$ cat src/rtl/efpga_xcel_ctrl.sv
// Custom-instruction accelerator controller for the eFPGA fabric: accepts one request,
// launches it with a write strobe, waits a fixed delay or for done/timeout, then returns results.
module efpga_xcel_ctrl #(
  parameter int DataWidth     = 32,
  parameter int NumOperands   = 2,
  parameter int NumResults    = 3,
  parameter int OpWidth       = 2,
  parameter int DelayWidth    = 4,
  parameter int TimeoutCycles = 255,
  parameter int SelWidth      = 2
) (
  input  logic                              clk_i,
  input  logic                              rst_i,
  input  logic                              req_valid_i,
  output logic                              req_ready_o,
  input  logic                              req_mode_i,
  input  logic [OpWidth-1:0]                req_operator_i,
  input  logic [DelayWidth-1:0]             req_delay_i,
  input  logic [SelWidth-1:0]               req_sel_i,
  input  logic [NumOperands*DataWidth-1:0]  req_operands_i,
  output logic                              resp_valid_o,
  input  logic                              resp_ready_i,
  output logic [DataWidth-1:0]              resp_result_o,
  output logic [NumResults*DataWidth-1:0]   resp_all_o,
  output logic                              resp_timeout_o,
  output logic                              resp_err_o,
  output logic                              busy_o,
  output logic [NumOperands*DataWidth-1:0]  efpga_operands_o,
  output logic [OpWidth-1:0]                efpga_operator_o,
  output logic [DelayWidth-1:0]             efpga_delay_o,
  output logic                              efpga_write_strobe_o,
  output logic                              efpga_en_o,
  input  logic [NumResults*DataWidth-1:0]   efpga_results_i,
  input  logic                              efpga_done_i
);

  localparam int TimeoutBits = $clog2(TimeoutCycles + 1);
  localparam int CntWidth    = (DelayWidth > TimeoutBits) ? DelayWidth : TimeoutBits;
  localparam logic [CntWidth-1:0] TimeoutLast = CntWidth'(TimeoutCycles - 1);

  typedef enum logic [1:0] {
    IDLE   = 2'd0,
    STROBE = 2'd1,
    WAIT   = 2'd2,
    RESP   = 2'd3
  } state_t;

  state_t                              state_r;
  logic                                mode_r;
  logic [SelWidth-1:0]                 sel_r;
  logic [CntWidth-1:0]                 cnt_r;
  logic [NumOperands*DataWidth-1:0]    operands_r;
  logic [OpWidth-1:0]                  operator_r;
  logic [DelayWidth-1:0]               delay_r;
  logic                                strobe_r;
  logic                                en_r;
  logic                                req_ready_r;
  logic                                busy_r;
  logic                                resp_valid_r;
  logic [DataWidth-1:0]                resp_result_r;
  logic [NumResults*DataWidth-1:0]     resp_all_r;
  logic                                timeout_r;
  logic                                err_r;
  logic                                capture_s;
  logic                                timeout_hit_s;

  // Out-of-range selects return zero rather than indexing past the result vector.
  function automatic logic [DataWidth-1:0] sel_result(
    input logic [NumResults*DataWidth-1:0] all,
    input logic [SelWidth-1:0]             sel
  );
    logic [DataWidth-1:0] res;
    res = '0;
    for (int k = 0; k < NumResults; k++) begin
      if (sel == SelWidth'(k)) begin
        res = all[k*DataWidth +: DataWidth];
      end else begin
        res = res;
      end
    end
    return res;
  endfunction

  function automatic logic sel_in_range(input logic [SelWidth-1:0] sel);
    logic hit;
    hit = 1'b0;
    for (int k = 0; k < NumResults; k++) begin
      if (sel == SelWidth'(k)) begin
        hit = 1'b1;
      end else begin
        hit = hit;
      end
    end
    return hit;
  endfunction

  // Completion decision for the current WAIT cycle.
  always_comb begin
    capture_s     = 1'b0;
    timeout_hit_s = 1'b0;
    if (state_r != WAIT) begin
      capture_s = 1'b0;
    end else if (!mode_r) begin
      capture_s = (cnt_r == '0);
    end else if (efpga_done_i) begin
      capture_s = 1'b1;
    end else if (cnt_r == TimeoutLast) begin
      capture_s     = 1'b1;
      timeout_hit_s = 1'b1;
    end else begin
      capture_s = 1'b0;
    end
  end

  // Controller FSM; every output flag is registered alongside the next state.
  always_ff @(posedge clk_i) begin
    if (rst_i) begin
      state_r       <= IDLE;
      mode_r        <= 1'b0;
      sel_r         <= '0;
      cnt_r         <= '0;
      operands_r    <= '0;
      operator_r    <= '0;
      delay_r       <= '0;
      strobe_r      <= 1'b0;
      en_r          <= 1'b0;
      req_ready_r   <= 1'b1;
      busy_r        <= 1'b0;
      resp_valid_r  <= 1'b0;
      resp_result_r <= '0;
      resp_all_r    <= '0;
      timeout_r     <= 1'b0;
      err_r         <= 1'b0;
    end else begin
      case (state_r)
        IDLE: begin
          if (req_valid_i) begin
            mode_r      <= req_mode_i;
            sel_r       <= req_sel_i;
            operands_r  <= req_operands_i;
            operator_r  <= req_operator_i;
            delay_r     <= req_delay_i;
            strobe_r    <= 1'b1;
            en_r        <= 1'b1;
            req_ready_r <= 1'b0;
            busy_r      <= 1'b1;
            state_r     <= STROBE;
          end else begin
            state_r <= IDLE;
          end
        end
        STROBE: begin
          strobe_r <= 1'b0;
          cnt_r    <= mode_r ? '0 : CntWidth'(delay_r);
          state_r  <= WAIT;
        end
        WAIT: begin
          if (capture_s) begin
            resp_all_r    <= efpga_results_i;
            resp_result_r <= sel_result(efpga_results_i, sel_r);
            err_r         <= ~sel_in_range(sel_r);
            timeout_r     <= timeout_hit_s;
            resp_valid_r  <= 1'b1;
            en_r          <= 1'b0;
            state_r       <= RESP;
          end else if (mode_r) begin
            cnt_r <= cnt_r + CntWidth'(1);
          end else begin
            cnt_r <= cnt_r - CntWidth'(1);
          end
        end
        RESP: begin
          if (resp_ready_i) begin
            resp_valid_r <= 1'b0;
            busy_r       <= 1'b0;
            req_ready_r  <= 1'b1;
            state_r      <= IDLE;
          end else begin
            state_r <= RESP;
          end
        end
        default: begin
          strobe_r     <= 1'b0;
          en_r         <= 1'b0;
          resp_valid_r <= 1'b0;
          busy_r       <= 1'b0;
          req_ready_r  <= 1'b1;
          state_r      <= IDLE;
        end
      endcase
    end
  end

  assign req_ready_o          = req_ready_r;
  assign busy_o               = busy_r;
  assign resp_valid_o         = resp_valid_r;
  assign resp_result_o        = resp_result_r;
  assign resp_all_o           = resp_all_r;
  assign resp_timeout_o       = timeout_r;
  assign resp_err_o           = err_r;
  assign efpga_operands_o     = operands_r;
  assign efpga_operator_o     = operator_r;
  assign efpga_delay_o        = delay_r;
  assign efpga_write_strobe_o = strobe_r;
  assign efpga_en_o           = en_r;

endmodule

$ cat config.mk
export PLATFORM = sky130hd
export DESIGN_NAME = efpga_xcel_ctrl
export DESIGN_NICKNAME = d
export VERILOG_FILES = /design/src/rtl/efpga_xcel_ctrl.sv
export SDC_FILE = /design/constraint.sdc
export NUM_CORES = 1
export LEC_CHECK = 0
export BUFFER_PORTS_ARGS = -buffer_cell sky130_fd_sc_hd__buf_2
export CAP_MARGIN = 20
export CORE_MARGIN = 4
export CORE_UTILIZATION = 30
export CTS_BUF_LIST = sky130_fd_sc_hd__clkbuf_4 sky130_fd_sc_hd__clkbuf_8
export DETAILED_ROUTE_END_ITERATION = 8
export GPL_ROUTABILITY_DRIVEN = 0
export REMOVE_ABC_BUFFERS = 1
export SYNTH_ARGS = -nofsm -noshare
export SYNTH_HDL_FRONTEND = slang
export SYNTH_SLANG_ARGS = --single-unit
$ cat constraint.sdc
create_clock -name clk_i -period 1.9 [get_ports clk_i]
set_input_delay 0.19 -clock clk_i [delete_from_list [all_inputs] [get_ports clk_i]]
set_output_delay 0.19 -clock clk_i [all_outputs]
set_load 0.05 [all_outputs]
## Word level (Yosys, flattened, before mapping)

Index checks and enable logic that the tools add are counted.

- Output and inout bits: 205
- Word-level logic and storage cells: 80
- Register bits after elaboration: 218

- Eq/ne operators: 11
- Muxes and demuxes: 35
- Reduce and logical (&&, ||, !) cells: 15
- Bitwise operators: 1
- Add/sub/neg operators: 2

Operator list:

| cell | number |
|---|---|
| $mux 32 | 3 |
| $mux 1 | 20 |
| $mux 8 | 2 |
| $pmux 8 s2 | 1 |
| $ne 2x2->1 const B | 5 |
| $pmux 1 s2 | 5 |
| $reduce_bool 2->1 | 5 |
| $reduce_and 3->1 | 3 |
| $add 8x1->8 const B | 1 |
| $eq 8x8->1 const B | 1 |
| $logic_not 8->1 | 1 |
| $pmux 2 s4 | 1 |
| $reduce_and 2->1 | 4 |
| $sub 8x1->8 const B | 1 |
| $eq 2x2->1 const B | 3 |
| $eq 2x1->1 const B | 2 |
| $logic_not 2->1 | 2 |
| $mux 2 | 2 |
| $mux 4 | 1 |
| $not 1->1 | 1 |

## Longest topological paths before layout

Gate-level depths: netlist of run 1.

- Word-level depth: 9
- Mapped depth: 9
- Mapped depth without buffers: 7

## Least setup slack after synthesis of run 1

Ideal clock, no wire load.

- Path type: reg-to-reg
- Start: reg mode_r
- End: reg cnt_r[7]
- Library setup time: 74 ps
- Required time: 1826 ps
- Arrival: 1979 ps
- Stages on the path, launching flop included: 8
- Path slack: -154 ps
- Cells stage by stage: dfxtp_1 inv_1 ha_1 a21oi_2 o2111ai_1 and3_1 or4_1 a31oi_1

- Word-level cells in the longest chain between the ends: 4

RTL lines:

| what | line | text |
|---|---|---|
| start: declaration | 49 | `logic mode_r;` |
| start signal: assignment | 138 | `mode_r <= req_mode_i;` |
| $mux 1 | 103 | `end else if (!mode_r) begin` |
| $mux 1 | 101 | `if (state_r != WAIT) begin` |
| $ne 2x2->1 (no source line) | -- |  |
| $reduce_and 2->1 (no source line) | -- |  |
| end signal: assignment | 154 | `cnt_r <= mode_r ? '0 : CntWidth'(delay_r);` |
| end signal: assignment | 167 | `cnt_r <= cnt_r + CntWidth'(1);` |
| end signal: assignment | 169 | `cnt_r <= cnt_r - CntWidth'(1);` |
| end: declaration | 51 | `logic [CntWidth-1:0] cnt_r;` |

Parallel ways exist; a longest one is shown, timed or not. The select of a mux whose other input is x is not followed.
A chain may end at the register's enable or synchronous reset.

## Final worst setup path of run 1

- Start: reg mode_r
- End: reg cnt_r[6]

Same word-level chain as after synthesis.

==> flow_metrics.tcl, run 1 <==
set metrics [dict create \
    synth-adder-area-share_pct 1.10 \
    hp-class "in2reg" \
    worstPathRequired_ps 2280 \
    fill_cells 2667 \
    place_inst 1807 \
    synthXorXnorAreaFrac_pct 0.304 \
    grt_pass1_vias 9419 \
    worstSkewPairLatency_ps 520 \
    worstSetupPathType "reg2reg" \
    track_usage_pct 19.2 \
    ys_seq_area_share_pct 50.6 \
    syn_avg_cell_area_um2 7.95 \
    nets 1836 \
    io_pins 379 \
    cts.sinks 218 \
    status "complete, no violations" \
    via_per_inst 4.70 \
    die_y_um 178 \
    fmax_ghz 0.537 \
    numPortBuffers 378 \
    setup_viol 0 \
    period_needed_ps 1860 \
    instances_no_fill 2062 \
    synthMuxAreaShare_pct 3.83 \
    synth_area_mm2 0.00863 \
    drt_pass1_iterations 5 \
    grt_pass1_wl_mm 49.4 \
    holdWs_ps 125 \
    overflow 0 \
    cts_root_buffer "clkbuf_8" \
    rsz0062_at_grt "yes" \
    ys_top_cells_by_area "dfxtp_1 (51%), nand2_1 (15%), a21oi_1 (11%)" \
    htreeDepth 2 \
    yosysUniqueCellTypes 46 \
    clock_path_buffers 3 \
    synth_compound_area_share_pct 15.7 \
    slew_violations 0 \
    finalCritPeriodShare_pct 97.9 \
    cts_tree "built" \
    layout-drive-gt1-share_pct 33.2 \
    worst_slew_pin_slew_ps 1060 \
    finClkSkew_ps 19.6 \
    antenna_found_initial 0 \
    end_kind "register" \
    ir_drop_v 0.000653 \
    cp_data_arrival_time_ps 2240 \
    crit_fanout 9 \
    synthArstFlopShare_pct 0 \
    dieWidth_um 178 \
    initial_core_util_pct 30.7 \
    drc 0 \
    maxCapViolCount 0 \
    detail_route.wl_per_cell_um 15.9 \
    start_kind "register" \
    synthSimpleGateAreaFrac_pct 23.1 \
    placementRows 61 \
    synth.top_cell.area_share_pct 50.6 \
    finalSetupTns_ps 0 \
    antenna_left 0 \
    synthMostInstantiatedCell "nand2_1" \
    synth-seq-cells 218 \
    drt_iter0_markers 518 \
    slew_headroom_pct 29.1 \
    vias 9701 \
    grt_max_degree 58 \
    cts_made_buffers 40 \
    area_delta_synth_final_pct 63.4 \
    synth_ff_type "dfxtp_1" \
    place_hpwl_mm 21.2 \
    final_hold_viol_count 0 \
    power_density_mw_per_mm2 1060 \
    dieArea_mm2 0.0316 \
    synth_area_leader_cell "dfxtp_1" \
    p_leak_nw 6.23 \
    routed_wl_mm 32.9 \
    synth_common_cells "nand2_1 (349), dfxtp_1 (218), a21oi_1 (185), nor2_1 (72), clkbuf_1 (48)" \
    synth_warnings 0 \
    core_area_mm2 0.0281 \
    clk_pin_slew_ps 60 \
    synth_top_family_by_area "simple AND/OR/NAND/NOR gates" \
    n_antenna_cell 0 \
    synth_cells 1086 \
    synth_edf_count 0 \
]
==> path summary, 6_finish.rpt <==
kind / start / endpoint / slack (ps) / cells past startpoint
min: rst_i / efpga_operands_o[33] / 120 / 2
max: mode_r / cnt_r[6] / 40 / 8
min reg2reg: efpga_operands_o[5] / efpga_operands_o[5] / 450 / 2
max reg2reg: mode_r / cnt_r[6] / 40 / 8
==> worst max-delay path: stages, from the launching register on <==
cell,delay (ps)
dfxtp_4,370
inv_8,60
ha_1,330
a21o_1,140
a21oi_2,50
buf_4,130
o211a_1,210
a2111oi_2,290
o32ai_1,130
==> stage by stage <==
stage / instance area, µm² / util [%] / worst slack (ps) / power (mW)
6_report: 14100 / 50.2 / 39.1 / 15.0
5_1_grt: 14100 / 50.2 / -58.6 / 15.7
4_1_cts: 13800 / 49.0 / -9.59 / 14.8
3_5_place_dp: 11100 / 39.5 / -255 / 9.59
3_3_place_gp: 11100 / 39.5 / -160 / 9.54
2_1_floorplan: 8200 / - / -2230 / 8.15
==> logic make-up (layout without fill, tap and decap cells) <==
group                    Yosys count  after routing
AND/OR/NAND/NOR                  490            490
AO/OA/AOI/OAI                    242            242
flip-flops                       218            218
buffers and inverters             93            691
multiplexers                      33             33
adder cells (fa/ha/maj)            7              7
XOR/XNOR                           3              3
==> power by group <==
group          internal [mW]  switching [mW]
registers               5.03           0.269
logic                   1.66            3.16
clock network           2.88            1.96
total                   9.57            5.39
==> flip-flops by register name, summed over array words and instances, names as in the netlist <==
| register | count |
|---|---|
| state_r | 2 |
| efpga_write_strobe_o | 1 |
| efpga_operator_o | 2 |
| req_ready_o | 1 |
| resp_all_o | 96 |
| resp_result_o | 32 |
| resp_timeout_o | 1 |
| busy_o | 1 |
| mode_r | 1 |
| efpga_delay_o | 4 |
| resp_err_o | 1 |
| efpga_en_o | 1 |
| cnt_r | 8 |
| resp_valid_o | 1 |
| efpga_operands_o | 64 |
| sel_r | 2 |
==> final cells by class <==
| cell class | instances | area [µm²] | share of cell area, % |
|---|---|---|---|
| Clock buffer | 63 | 823 | 5.83 |
| Multi-Input combinational cell | 775 | 3980 | 28.2 |
| Tap cell | 378 | 473 | 3.35 |
| Sequential cell | 218 | 4380 | 31.1 |
| Clock inverter | 8 | 65.1 | 0.461 |
| Inverter | 9 | 41.3 | 0.293 |
| Timing Repair Buffer | 611 | 4340 | 30.8 |
==> cells in the final DEF, fill, tap and decap left out, types with 4 or more instances in the layout <==
| cell type | instances |
|---|---|
| mux2i_1 | 33 |
| buf_12 | 15 |
| dfxtp_1 | 208 |
| nor2_1 | 72 |
| nor3_1 | 28 |
| clkbuf_8 | 56 |
| inv_1 | 8 |
| buf_4 | 39 |
| nor2_2 | 4 |
| buf_2 | 377 |
| nand2_1 | 349 |
| ha_4 | 4 |
| nand3_1 | 5 |
| clkbuf_4 | 7 |
| dfxtp_2 | 8 |
| a21oi_2 | 5 |
| clkinv_2 | 7 |
| a21oi_1 | 180 |
| nand4_1 | 6 |
| dlygate4sd3_1 | 172 |
| a211oi_1 | 33 |
| nor3_2 | 6 |
==> timing repair <==
item / in CTS / in global routing
gates resized for setup: 10 / 45
hold endpoints to repair: 205 / 0
cloned: 0 / 4
setup buffers: 3 / 5
pin swaps: 6 / 11
endpoints found under the setup margin: 59 / 131
hold buffers: 172 / 0
==> routing by layer <==
layer	up-vias	track usage, %	routed length (µm)
met5	-	0	0
met4	0	9.15	1350
met3	104	4.35	2060
met2	346	32.9	16200
met1	4484	22.9	13200
li1	4767	-	-
(Power assumes the default switching activity.)
==> run 2: changes to the inputs <==
--- a/config.mk
+++ b/config.mk
@@ -7,7 +7,7 @@
 export LEC_CHECK = 0
 export BUFFER_PORTS_ARGS = -buffer_cell sky130_fd_sc_hd__buf_2
 export CAP_MARGIN = 20
-export CORE_MARGIN = 4
+export CORE_MARGIN = 8
 export CORE_UTILIZATION = 30
 export CTS_BUF_LIST = sky130_fd_sc_hd__clkbuf_4 sky130_fd_sc_hd__clkbuf_8
 export DETAILED_ROUTE_END_ITERATION = 8
==> run 2 against run 1 <==
  * Highest routed layer unchanged
  * Largest cell class is now buffers
  * Largest power group unchanged
  * The run now ends with negative setup slack left
  * Combinational power rose by 6.2%
  * First-iteration DRC count fell by 4.4%
  * Hold slack got worse by 46 ps
==> flow_metrics.tcl, run 2 (synthesis results as in run 1) <==
set metrics [dict create \
    status "complete, but fails checks" \
    violations "negative setup slack" \
    setup_viol 6 \
    maxCapViolCount 0 \
    io_pins 379 \
    worstPathRequired_ps 2300 \
    vias 9968 \
    die_y_um 186 \
    cts_made_buffers 40 \
    layout_commonest_cell "buf_2" \
    clock_path_buffers 3 \
    area_delta_synth_final_pct 68.6 \
    nets 1847 \
    start_kind "register" \
    crit_buf_inv 4 \
    cpLargestDelayFamily "buffers and inverters" \
    worstSetupPathType "reg2reg" \
    routed.top_layer "met4" \
    track_usage_pct 18.3 \
    worstRegToRegCells 9 \
    crit_start "cnt_r[0]" \
    grt_pass1_wl_mm 51.3 \
    routed_wl_mm 35.7 \
    clk_pin_slew_ps 60 \
    fmax_ghz 0.520 \
    antenna_left 0 \
    via_per_inst 4.80 \
    power_mw 14.9 \
    cp_cell_sequence "nand4b_1, o21ai_2, buf_4, nand3_4, buf_12, clkbuf_16, clkbuf_16, nand2_2, a21oi_2" \
    cts.sinks 218 \
    numPortBuffers 378 \
    layout-drive-gt1-share_pct 37.4 \
    grt_pass1_vias 9791 \
    cts_tree "built" \
    largest_register_ffs 96 \
    finClkSkew_ps 32.5 \
    final_cell_area_mm2 0.0146 \
    power_density_mw_per_mm2 1030 \
    dieArea_mm2 0.0345 \
    slowest_stage "dfxtp_4" \
    detail_route.wl_per_cell_um 17.2 \
    slew_headroom_pct 27.3 \
    rsz0062_at_grt "yes" \
    placementRows 62 \
    p_leak_nw 6.35 \
    setup_ws_ps -22.2 \
    endpoint "resp_all_o[89]" \
    crit_fanout 6 \
    drt-met1-wl_mm 14.0 \
    wl_met2_mm 17.3 \
    dr_wl_met3_mm 2.43 \
    placed_area_mm2 0.0112 \
    period_needed_ps 1920 \
    hp-class "in2reg" \
    drt_pass1_iterations 7 \
    cts_root_buffer "clkbuf_8" \
    max_stage_delay_ps 360 \
    rrSetupSlack_ps -20 \
    core_area_mm2 0.0285 \
    reg2reg_to "resp_all_o[89]" \
    layout_common_cells "buf_2 (377), nand2_1 (317), dfxtp_1 (207), dlygate4sd3_1 (171), a21oi_1 (155)" \
    cp.depth 9 \
    cp_data_arrival_time_ps 2320 \
    overflow 0 \
    drt_iter0_markers 495 \
    place_hpwl_mm 22.1 \
    end_kind "register" \
    final_hold_viol_count 0 \
    dieWidth_um 186 \
    worstSkewPairLatency_ps 530 \
    initial_core_util_pct 30.2 \
    finalCritPeriodShare_pct 101 \
    antenna_found_initial 4 \
    r2r_start "cnt_r[0]" \
    ir_drop_v 0.000579 \
    slew_violations 0 \
    worst_slew_pin_slew_ps 1090 \
    drc 0 \
    grt_max_degree 75 \
    crit_top_cell "clkbuf_16" \
    htreeDepth 2 \
]
run 2: changes by cell type in the layout (fill, tap and decap cells not counted), sizes merged:
| cell | change |
|---|---|
| clkinvlp | +1 |
| dlygate4sd3 | -1 |
| clkinv | -6 |
| buf | +8 |
| clkbuf | +3 |
| diode | +4 |
run 2: worst min-delay path by stage:
stage          cells after the start          startpoint  slack (ps)              endpoint
2_1_floorplan                      1               rst_i         260              cnt_r[0]
3_3_place_gp                       3        req_sel_i[0]         430              sel_r[0]
3_5_place_dp                       3  req_operands_i[42]         440  efpga_operands_o[42]
4_1_cts                            2               rst_i          50      efpga_delay_o[3]
5_1_grt                            2               rst_i          70      efpga_delay_o[0]
6_report                           2               rst_i          80      efpga_delay_o[0]
run 2: layer usage:
layer | vias to the layer above | track usage, %
li1 | 4787 | -
met1 | 4634 | 21.0
met2 | 411 | 30.8
met3 | 136 | 4.78
met4 | 0 | 10.3
met5 | - | 0
run 2: area by class of cell:
cell class	instances	area, µm²
Inverter	9	41.3
Multi-Input combinational cell	775	4330
Antenna cell	4	10.0
Timing Repair Buffer	622	4520
Clock buffer	62	741
Tap cell	384	480
Clock inverter	3	42.5
Sequential cell	218	4390
Fill cell	2638	14000
run 2: where the power goes:
part           internal [mW]  switching, mW  leakage [nW]
logic                   1.80           3.31          4.15
clock network           2.59           1.90         0.417
registers               5.03          0.293          1.78
run 2: what timing repair did:
action,in CTS,in global routing
gates resized for setup,9,143
endpoints found under the hold margin,200,0
hold buffers,171,0
cloned,0,8
buffers inserted,4,6
setup endpoints to repair,7,120
pin swaps,7,62
run 2: metrics by stage:
stage / worst slack [ps] / cells / hold WS (ps) / utilization, % / TNS (ps)
after detailed placement: -212 / 1819 / 436 / 39.1 / -375
after CTS: -10.6 / 2059 / 50.7 / 48.1 / -18.4
after global routing: -116 / 2077 / 72.0 / 51.0 / -3430
final: -22.2 / 2077 / 78.8 / 51.0 / -54.1
after floorplan: -2230 / 1002 / 259 / - / -275680
after global placement: -148 / 1819 / 428 / 39.1 / -285
